## src/rtl/alu_cu_pkg.sv

```systemverilog
// Shared definitions for the alu_cu_datamem execute stage: opcode and
// function-field values, ALU operation codes, branch-select encodings and
// the decoded control bundle.
package alu_cu_pkg;

   // Primary opcodes (instr[31:26])
   localparam logic [5:0] OP_RTYPE = 6'h00;
   localparam logic [5:0] OP_J     = 6'h02;
   localparam logic [5:0] OP_JAL   = 6'h03;
   localparam logic [5:0] OP_BEQ   = 6'h04;
   localparam logic [5:0] OP_BNE   = 6'h05;
   localparam logic [5:0] OP_ADDI  = 6'h08;
   localparam logic [5:0] OP_ADDIU = 6'h09;
   localparam logic [5:0] OP_SLTI  = 6'h0A;
   localparam logic [5:0] OP_SLTIU = 6'h0B;
   localparam logic [5:0] OP_ANDI  = 6'h0C;
   localparam logic [5:0] OP_ORI   = 6'h0D;
   localparam logic [5:0] OP_XORI  = 6'h0E;
   localparam logic [5:0] OP_LUI   = 6'h0F;
   localparam logic [5:0] OP_LW    = 6'h23;
   localparam logic [5:0] OP_SW    = 6'h2B;

   // R-type function codes (instr[5:0])
   localparam logic [5:0] F_SLL  = 6'h00;
   localparam logic [5:0] F_SRL  = 6'h02;
   localparam logic [5:0] F_SRA  = 6'h03;
   localparam logic [5:0] F_SLLV = 6'h04;
   localparam logic [5:0] F_SRLV = 6'h06;
   localparam logic [5:0] F_SRAV = 6'h07;
   localparam logic [5:0] F_JR   = 6'h08;
   localparam logic [5:0] F_ADD  = 6'h20;
   localparam logic [5:0] F_ADDU = 6'h21;
   localparam logic [5:0] F_SUB  = 6'h22;
   localparam logic [5:0] F_SUBU = 6'h23;
   localparam logic [5:0] F_AND  = 6'h24;
   localparam logic [5:0] F_OR   = 6'h25;
   localparam logic [5:0] F_XOR  = 6'h26;
   localparam logic [5:0] F_NOR  = 6'h27;
   localparam logic [5:0] F_SLT  = 6'h2A;
   localparam logic [5:0] F_SLTU = 6'h2B;

   // ADD is code 0 so an all-zero control word is a harmless NOP
   typedef enum logic [4:0] {
      ALU_ADD  = 5'd0,
      ALU_SUB  = 5'd1,
      ALU_AND  = 5'd2,
      ALU_OR   = 5'd3,
      ALU_XOR  = 5'd4,
      ALU_NOR  = 5'd5,
      ALU_SLT  = 5'd6,
      ALU_SLTU = 5'd7,
      ALU_SLL  = 5'd8,
      ALU_SRL  = 5'd9,
      ALU_SRA  = 5'd10,
      ALU_LUI  = 5'd11
   } alu_op_e;

   // Next-PC source selected downstream
   typedef enum logic [1:0] {
      BR_PC4 = 2'b00,
      BR_BR  = 2'b01,
      BR_J   = 2'b10,
      BR_JR  = 2'b11
   } br_sel_e;

   // Decoded controls; conditional branches are resolved after the ALU
   typedef struct packed {
      logic    alu_src_a;
      logic    alu_src_b;
      logic    reg_dst;
      logic    reg_write;
      logic    mem_to_reg;
      logic    mem_write;
      logic    pc_to_reg;
      logic    ext_sel;
      logic    ovf_chk;
      logic    is_beq;
      logic    is_bne;
      br_sel_e branch;
      alu_op_e alu_ctrl;
   } ctrl_t;

endpackage

```

## src/rtl/alu_core.sv

```systemverilog
// 32-bit ALU: arithmetic/logic/compare/shift/LUI, zero flag and raw signed
// overflow of ADD/SUB (qualified by the caller).
module alu_core
   import alu_cu_pkg::*;
(
   input  logic [31:0] src_a,
   input  logic [31:0] src_b,
   input  logic [4:0]  alu_ctrl,
   output logic [31:0] result,
   output logic        zero,
   output logic        ovf
);

   // Compute the selected operation; shifts move src_b by src_a[4:0]
   always_comb begin
      // NOTE: defaults first so every path assigns every output -- no latches.
      result = '0;
      ovf    = 1'b0;
      case (alu_ctrl)
         ALU_ADD: begin
            result = src_a + src_b;
            ovf    = (src_a[31] == src_b[31]) && (result[31] != src_a[31]);
         end
         ALU_SUB: begin
            result = src_a - src_b;
            ovf    = (src_a[31] != src_b[31]) && (result[31] != src_a[31]);
         end
         ALU_AND:  result = src_a & src_b;
         ALU_OR:   result = src_a | src_b;
         ALU_XOR:  result = src_a ^ src_b;
         ALU_NOR:  result = ~(src_a | src_b);
         ALU_SLT:  result = {31'b0, $signed(src_a) < $signed(src_b)};
         ALU_SLTU: result = {31'b0, src_a < src_b};
         ALU_SLL:  result = src_b << src_a[4:0];
         ALU_SRL:  result = src_b >> src_a[4:0];
         ALU_SRA:  result = $unsigned($signed(src_b) >>> src_a[4:0]);
         ALU_LUI:  result = {src_b[15:0], 16'h0000};
         default:  result = '0;
      endcase
   end

   assign zero = (result == 32'b0);

endmodule

```

## src/rtl/alu_cu_datamem.sv

```systemverilog
// Execute stage of the single-cycle MIPS-subset CPU: control decode, operand
// select, ALU (alu_core) and word-addressed data memory.
// Optional build macro: ALU_OVERFLOW_EN -- flags signed overflow of
// add/sub/addi on ovf and suppresses the register write-back.
module alu_cu_datamem #(
   parameter int DEPTH = 64
) (
   input  logic        clk,
   input  logic        rst_n,
   input  logic [5:0]  op,
   input  logic [5:0]  func,
   input  logic [4:0]  shamt,
   input  logic [31:0] rd1,
   input  logic [31:0] rd2,
   input  logic [31:0] ext_imm,
   output logic [31:0] alu_result,
   output logic        zero,
   output logic [31:0] mem_rdata,
   output logic        mem_to_reg,
   output logic        reg_write,
   output logic        reg_dst,
   output logic        pc_to_reg,
   output logic        ext_sel,
   output logic [1:0]  branch,
   output logic [4:0]  alu_ctrl,
   output logic        ovf
);
   import alu_cu_pkg::*;

   localparam int AW = $clog2(DEPTH);

   ctrl_t       ctrl;
   logic        r_ok;
   logic [31:0] src_a;
   logic [31:0] src_b;
   logic        core_ovf;
   logic        mem_write;
   logic [AW-1:0] widx;
   logic [31:0] mem [DEPTH];

   // Main + ALU control decode from op/func
   always_comb begin
      ctrl          = '0;
      ctrl.alu_ctrl = ALU_ADD;
      ctrl.branch   = BR_PC4;
      r_ok          = 1'b1;
      case (op)
         OP_RTYPE: begin
            case (func)
               F_ADD:  begin ctrl.alu_ctrl = ALU_ADD; ctrl.ovf_chk = 1'b1; end
               F_ADDU: ctrl.alu_ctrl = ALU_ADD;
               F_SUB:  begin ctrl.alu_ctrl = ALU_SUB; ctrl.ovf_chk = 1'b1; end
               F_SUBU: ctrl.alu_ctrl = ALU_SUB;
               F_AND:  ctrl.alu_ctrl = ALU_AND;
               F_OR:   ctrl.alu_ctrl = ALU_OR;
               F_XOR:  ctrl.alu_ctrl = ALU_XOR;
               F_NOR:  ctrl.alu_ctrl = ALU_NOR;
               F_SLT:  ctrl.alu_ctrl = ALU_SLT;
               F_SLTU: ctrl.alu_ctrl = ALU_SLTU;
               F_SLL:  begin ctrl.alu_ctrl = ALU_SLL; ctrl.alu_src_a = 1'b1; end
               F_SRL:  begin ctrl.alu_ctrl = ALU_SRL; ctrl.alu_src_a = 1'b1; end
               F_SRA:  begin ctrl.alu_ctrl = ALU_SRA; ctrl.alu_src_a = 1'b1; end
               F_SLLV: ctrl.alu_ctrl = ALU_SLL;
               F_SRLV: ctrl.alu_ctrl = ALU_SRL;
               F_SRAV: ctrl.alu_ctrl = ALU_SRA;
               F_JR:   begin r_ok = 1'b0; ctrl.branch = BR_JR; end
               default: r_ok = 1'b0;
            endcase
            ctrl.reg_dst   = r_ok;
            ctrl.reg_write = r_ok;
         end
         OP_ADDI:  begin ctrl.alu_src_b = 1'b1; ctrl.reg_write = 1'b1; ctrl.ext_sel = 1'b1;
                         ctrl.ovf_chk = 1'b1; end
         OP_ADDIU: begin ctrl.alu_src_b = 1'b1; ctrl.reg_write = 1'b1; ctrl.ext_sel = 1'b1; end
         OP_SLTI:  begin ctrl.alu_src_b = 1'b1; ctrl.reg_write = 1'b1; ctrl.ext_sel = 1'b1;
                         ctrl.alu_ctrl = ALU_SLT; end
         OP_SLTIU: begin ctrl.alu_src_b = 1'b1; ctrl.reg_write = 1'b1; ctrl.ext_sel = 1'b1;
                         ctrl.alu_ctrl = ALU_SLTU; end
         OP_ANDI:  begin ctrl.alu_src_b = 1'b1; ctrl.reg_write = 1'b1; ctrl.alu_ctrl = ALU_AND; end
         OP_ORI:   begin ctrl.alu_src_b = 1'b1; ctrl.reg_write = 1'b1; ctrl.alu_ctrl = ALU_OR; end
         OP_XORI:  begin ctrl.alu_src_b = 1'b1; ctrl.reg_write = 1'b1; ctrl.alu_ctrl = ALU_XOR; end
         OP_LUI:   begin ctrl.alu_src_b = 1'b1; ctrl.reg_write = 1'b1; ctrl.alu_ctrl = ALU_LUI; end
         OP_LW:    begin ctrl.alu_src_b = 1'b1; ctrl.reg_write = 1'b1; ctrl.ext_sel = 1'b1;
                         ctrl.mem_to_reg = 1'b1; end
         OP_SW:    begin ctrl.alu_src_b = 1'b1; ctrl.ext_sel = 1'b1; ctrl.mem_write = 1'b1; end
         OP_BEQ:   begin ctrl.alu_ctrl = ALU_SUB; ctrl.ext_sel = 1'b1; ctrl.is_beq = 1'b1; end
         OP_BNE:   begin ctrl.alu_ctrl = ALU_SUB; ctrl.ext_sel = 1'b1; ctrl.is_bne = 1'b1; end
         OP_J:     ctrl.branch = BR_J;
         OP_JAL:   begin ctrl.branch = BR_J; ctrl.pc_to_reg = 1'b1; ctrl.reg_write = 1'b1; end
         default:  ;
      endcase
   end

   assign src_a = ctrl.alu_src_a ? {27'b0, shamt} : rd1;
   assign src_b = ctrl.alu_src_b ? ext_imm : rd2;

   alu_core u_alu (
      .src_a    (src_a),
      .src_b    (src_b),
      .alu_ctrl (ctrl.alu_ctrl),
      .result   (alu_result),
      .zero     (zero),
      .ovf      (core_ovf)
   );

   // Resolve conditional branches once the comparison result is known
   always_comb begin
      branch = ctrl.branch;
      if ((ctrl.is_beq && zero) || (ctrl.is_bne && !zero))
         branch = BR_BR;
   end

`ifdef ALU_OVERFLOW_EN
   assign ovf = ctrl.ovf_chk & core_ovf;
`else
   logic unused_ovf;
   assign unused_ovf = ctrl.ovf_chk ^ core_ovf;
   assign ovf        = 1'b0;
`endif

   // State-changing enables are killed immediately while reset is asserted
   assign reg_write  = ctrl.reg_write & rst_n & ~ovf;
   assign mem_write  = ctrl.mem_write & rst_n;
   assign mem_to_reg = ctrl.mem_to_reg;
   assign reg_dst    = ctrl.reg_dst;
   assign pc_to_reg  = ctrl.pc_to_reg;
   assign ext_sel    = ctrl.ext_sel;
   assign alu_ctrl   = ctrl.alu_ctrl;

   // Word index: byte offset dropped, upper address bits wrap
   assign widx = alu_result[AW+1:2];

   // Data memory write port; reset clears every word and aborts a pending store
   always_ff @(posedge clk or negedge rst_n) begin
      // NOTE: non-blocking updates for state; the memory is reset explicitly
      // because cleared contents after reset are part of the contract.
      if (!rst_n) begin
         for (int i = 0; i < DEPTH; i++) mem[i] <= '0;
      end else if (mem_write) begin
         mem[widx] <= rd2;
      end
   end

   assign mem_rdata = mem[widx];

endmodule

```

## config.mk

```make
export PLATFORM = sky130hd
export DESIGN_NAME = alu_cu_datamem
export DESIGN_NICKNAME = d
export VERILOG_FILES = /design/src/rtl/alu_cu_pkg.sv /design/src/rtl/alu_core.sv /design/src/rtl/alu_cu_datamem.sv
export SDC_FILE = /design/constraint.sdc
export NUM_CORES = 2
export LEC_CHECK = 0
export CAP_MARGIN = 10
export CORE_MARGIN = 8
export CORE_UTILIZATION = 39
export CTS_CLUSTER_SIZE = 8
export DETAILED_ROUTE_END_ITERATION = 12
export HOLD_SLACK_MARGIN = 0.1
export MAX_ROUTING_LAYER = met4
export PLACE_DENSITY_LB_ADDON = 0.3
export SYNTH_ARGS = -nofsm -noshare
export SYNTH_HDL_FRONTEND = slang
export SYNTH_SLANG_ARGS = --single-unit
```

## constraint.sdc

```tcl
create_clock -name clk -period 16.1 [get_ports clk]
set_input_delay 3.22 -clock clk [delete_from_list [all_inputs] [get_ports clk]]
set_output_delay 3.22 -clock clk [all_outputs]
set_load 0.005 [all_outputs]
```

==> impl_metrics.ini <==
[cts]
h-tree-depth = 5
ctsHoldBuffers = 0
cts_sinks = 2048
clk_pin_slew_ns = 0.05
insertion_delay_ns = 0.94
root_buffer = clkbuf_16
post-cts-setup-buffer-count = 0
cts_resized = 0
cts_buffers = 306
clockBufferDepth = 4
cts_tree = built

[timing]
setup_violations = 0
fin_crit_ns = 15.56
worst_slew_pin_slew_ns = 1.36
report.final.slew_viol_count = 0
setup_tns_ns = 0
rsz0062_at_grt = no
final.setup_skew_ns = 0
hold_viol = 0
max_slew_margin_pct = 8.77
timing.hold.ws_ns = 0.483
max_freq_ghz = 0.0643
min_period_over_period_pct = 96.6

[synth]
synth_largest_area_cell = dfrtp_1
synth_area_leaders = dfrtp_1, mux2_2, mux2_1
synth_top_family_by_area = multiplexers
synthSimpleGateAreaFrac_pct = 6.80
synth_commonest_cells = dfrtp_1, mux2_2, nand2_1
synthAdderAreaFrac_pct = 1.21
synth-xor-area-share_pct = 0.0941
synthMuxAreaShare_pct = 24.6
synth_top_cell_area_share_pct = 50.1
synth-seq-area-share_pct = 50.1
synth.most_common_cell = dfrtp_1
syn_area_per_cell_sq_um = 11.6
synth_area_sq_mm = 0.102
ys_seq_elements = 2048
synth-async-reset-ratio_pct = 100
ys_warn_count = 0
syn_inst = 8798
synth.lib_cells_used.distinct = 116
synth_edf_count = 0
synth-compound-area-share_pct = 12.9
yosys_most_used_dff = dfrtp_1

[global_routing]
antenna_found_initial = 35
grt_pass1_wl_microns = 640000
grt_max_degree = 170
overflow = 0
grt_pass1_vias = 80400
track_usage_pct = 32.8

[worst_setup_path]
worst_ep_required_time_ns = 12.88
cpMaxStageDelayCell = a211oi_1
worstPathArrival_ns = 12.34
crit_chain = clkdlybuf4s50_1 -> or4_4 -> nor3_2 -> a21oi_2 -> buf_4 -> nor2_2 -> inv_2 -> ha_1 -> a21oi_1 -> nand2b_1 -> a31o_2 -> a21oi_1 -> nand3b_1 -> or4b_4 -> nand2_8 -> buf_4 -> a21oi_1 -> a211oi_1 -> o21ai_0 -> a2111oi_0 -> buf_4 -> nand4_1 -> clkdlybuf4s50_1
path_max_fanout = 32
slowest_delay_ns = 1.19
end_kind = output port
path_class = in -> out
start_kind = input port

[pwr]
switching_power_mw = 4.09
peakVddDrop_mv = 0.115
p_int_mw = 9.19
power_frac_comb_pct = 18.2
clock_power_share_pct = 42.3
power.density_mw_per_mm2 = 114
fin_total_pwr_mw = 13.3
sw_frac_of_total_pct = 30.8
p_leak_nw = 55.5
power.share.sequential_pct = 39.5

[detailed_routing]
detail_route.wl_per_cell_microns = 36.9
antenna_left = 0
drt_iter0_drc = 10800
dr.pass1.iters = 9
vias_per_cell = 6.59
vias = 81800
drc = 0
wirelength_microns = 458000

[layout]
largest_register = mem
final_layout_size_suffix_gt1_share_pct = 25.8
synthToLayoutAreaGrowth_pct = 13.8
seqCellArea_sq_mm = 0.0512
multi_input_area_sq_mm = 0.0473
fill_cells = 24100
final_util_pct = 44.5
reg_top3 = mem (2048)
largest_register_ff_count = 2048
fin_nets = 9045

[floorplanning]
core_sq_mm = 0.262
num_io_pins = 193
dieArea_sq_mm = 0.279
fp.dieW_microns = 528
rows = 188
die_h_microns = 528
start_util_pct = 39.1

[run]
max-cap-violations = 0

[placed_design]
place_hpwl_microns = 288000
portBuffers = 190
place_congestion = 1.00

[run_status]
status = completed

[min_path]
hp-class = reg -> reg
==> final timing paths <==
path                                  to  slack, ns  cells past startpoint      start
setup / recovery           mem_rdata[25]       0.54                     23      op[1]
hold / removal                 mem[1157]       0.48                      1  mem[1157]
setup reg to reg                mem[753]      15.24                      1   mem[753]
hold reg to reg                mem[1157]       0.48                      1  mem[1157]
max in group asynchronous      mem[1477]       9.81                      5      rst_n
min in group asynchronous      mem[1463]       2.16                      1      rst_n
==> cell families after synthesis <==
logic type                 Yosys count
and+or+nand+nor                   1520
adders and majority gates           98
DFF                               2048
muxes                             2248
xor gates and xnor gates            11
other                                1
buffers and inverters              958
AOI/OAI and AO/OA                 1914
==> stage by stage <==
step / setup slack (ns) / instances / cell area [sq um]
floorplan: 3.51 / 8799 / 102000
global route: 0.418 / 12400 / 116000
detailed placement: 0.975 / 12000 / 108000
finish: 0.540 / 12400 / 116000
CTS: 0.881 / 12400 / 116000
global placement: 0.887 / 12000 / 108000
==> worst max-delay path, delay by kind of cell <==
kind	cells	cell delay, ns
and+or+nand+nor	8	3.27
adders and majority gates	1	0.41
buffers and inverters	6	2.40
AOI/OAI and AO/OA	8	2.94
==> power groups by stage <==
stage                     registers [mW]  clock network [mW]  logic, mW
after floorplan                     5.32                   0       1.02
after global placement              5.32                   0       2.32
after detailed placement            5.32                   0       2.32
after CTS                           5.24                5.65       2.33
after global routing                5.24                5.87       2.44
final                               5.24                5.61       2.42
==> metal layers <==
layer | up-vias | track usage [%] | share of wire [%]
li1 | 32400 | - | -
met2 | 5326 | 47.0 | 43
met4 | 0 | 17.2 | 6.4
met5 | - | - | 0
met3 | 1325 | 9.43 | 11
met1 | 42700 | 42.1 | 40
==> cells in the final DEF (no fill, tap or decap), types with 96 or more instances in the layout <==
cell | Yosys | final
a22oi_1 | 408 | 407
clkbuf_16 | 0 | 313
mux2_1 | 716 | 716
o21ai_0 | 243 | 243
mux2i_1 | 163 | 155
ha_1 | 96 | 96
nand3_1 | 285 | 284
dfrtp_1 | 2048 | 2048
mux2_2 | 1362 | 1362
inv_1 | 102 | 102
nor2_1 | 168 | 135
a21oi_1 | 424 | 424
a221oi_1 | 118 | 118
clkdlybuf4s50_1 | 0 | 154
buf_4 | 26 | 348
nand2_1 | 766 | 737
==> cell type report <==
| class | count | share of cell area [%] |
|---|---|---|
| Antenna cell | 47 | 0.101 |
| Clock buffer | 314 | 6.73 |
| Clock inverter | 7 | 0.0677 |
| Inverter | 116 | 0.394 |
| Multi-Input combinational cell | 5793 | 40.6 |
| Sequential cell | 2048 | 44.0 |
| Tap cell | 3515 | 3.78 |
| Timing Repair Buffer | 567 | 4.29 |
(Power assumes the default switching activity.)
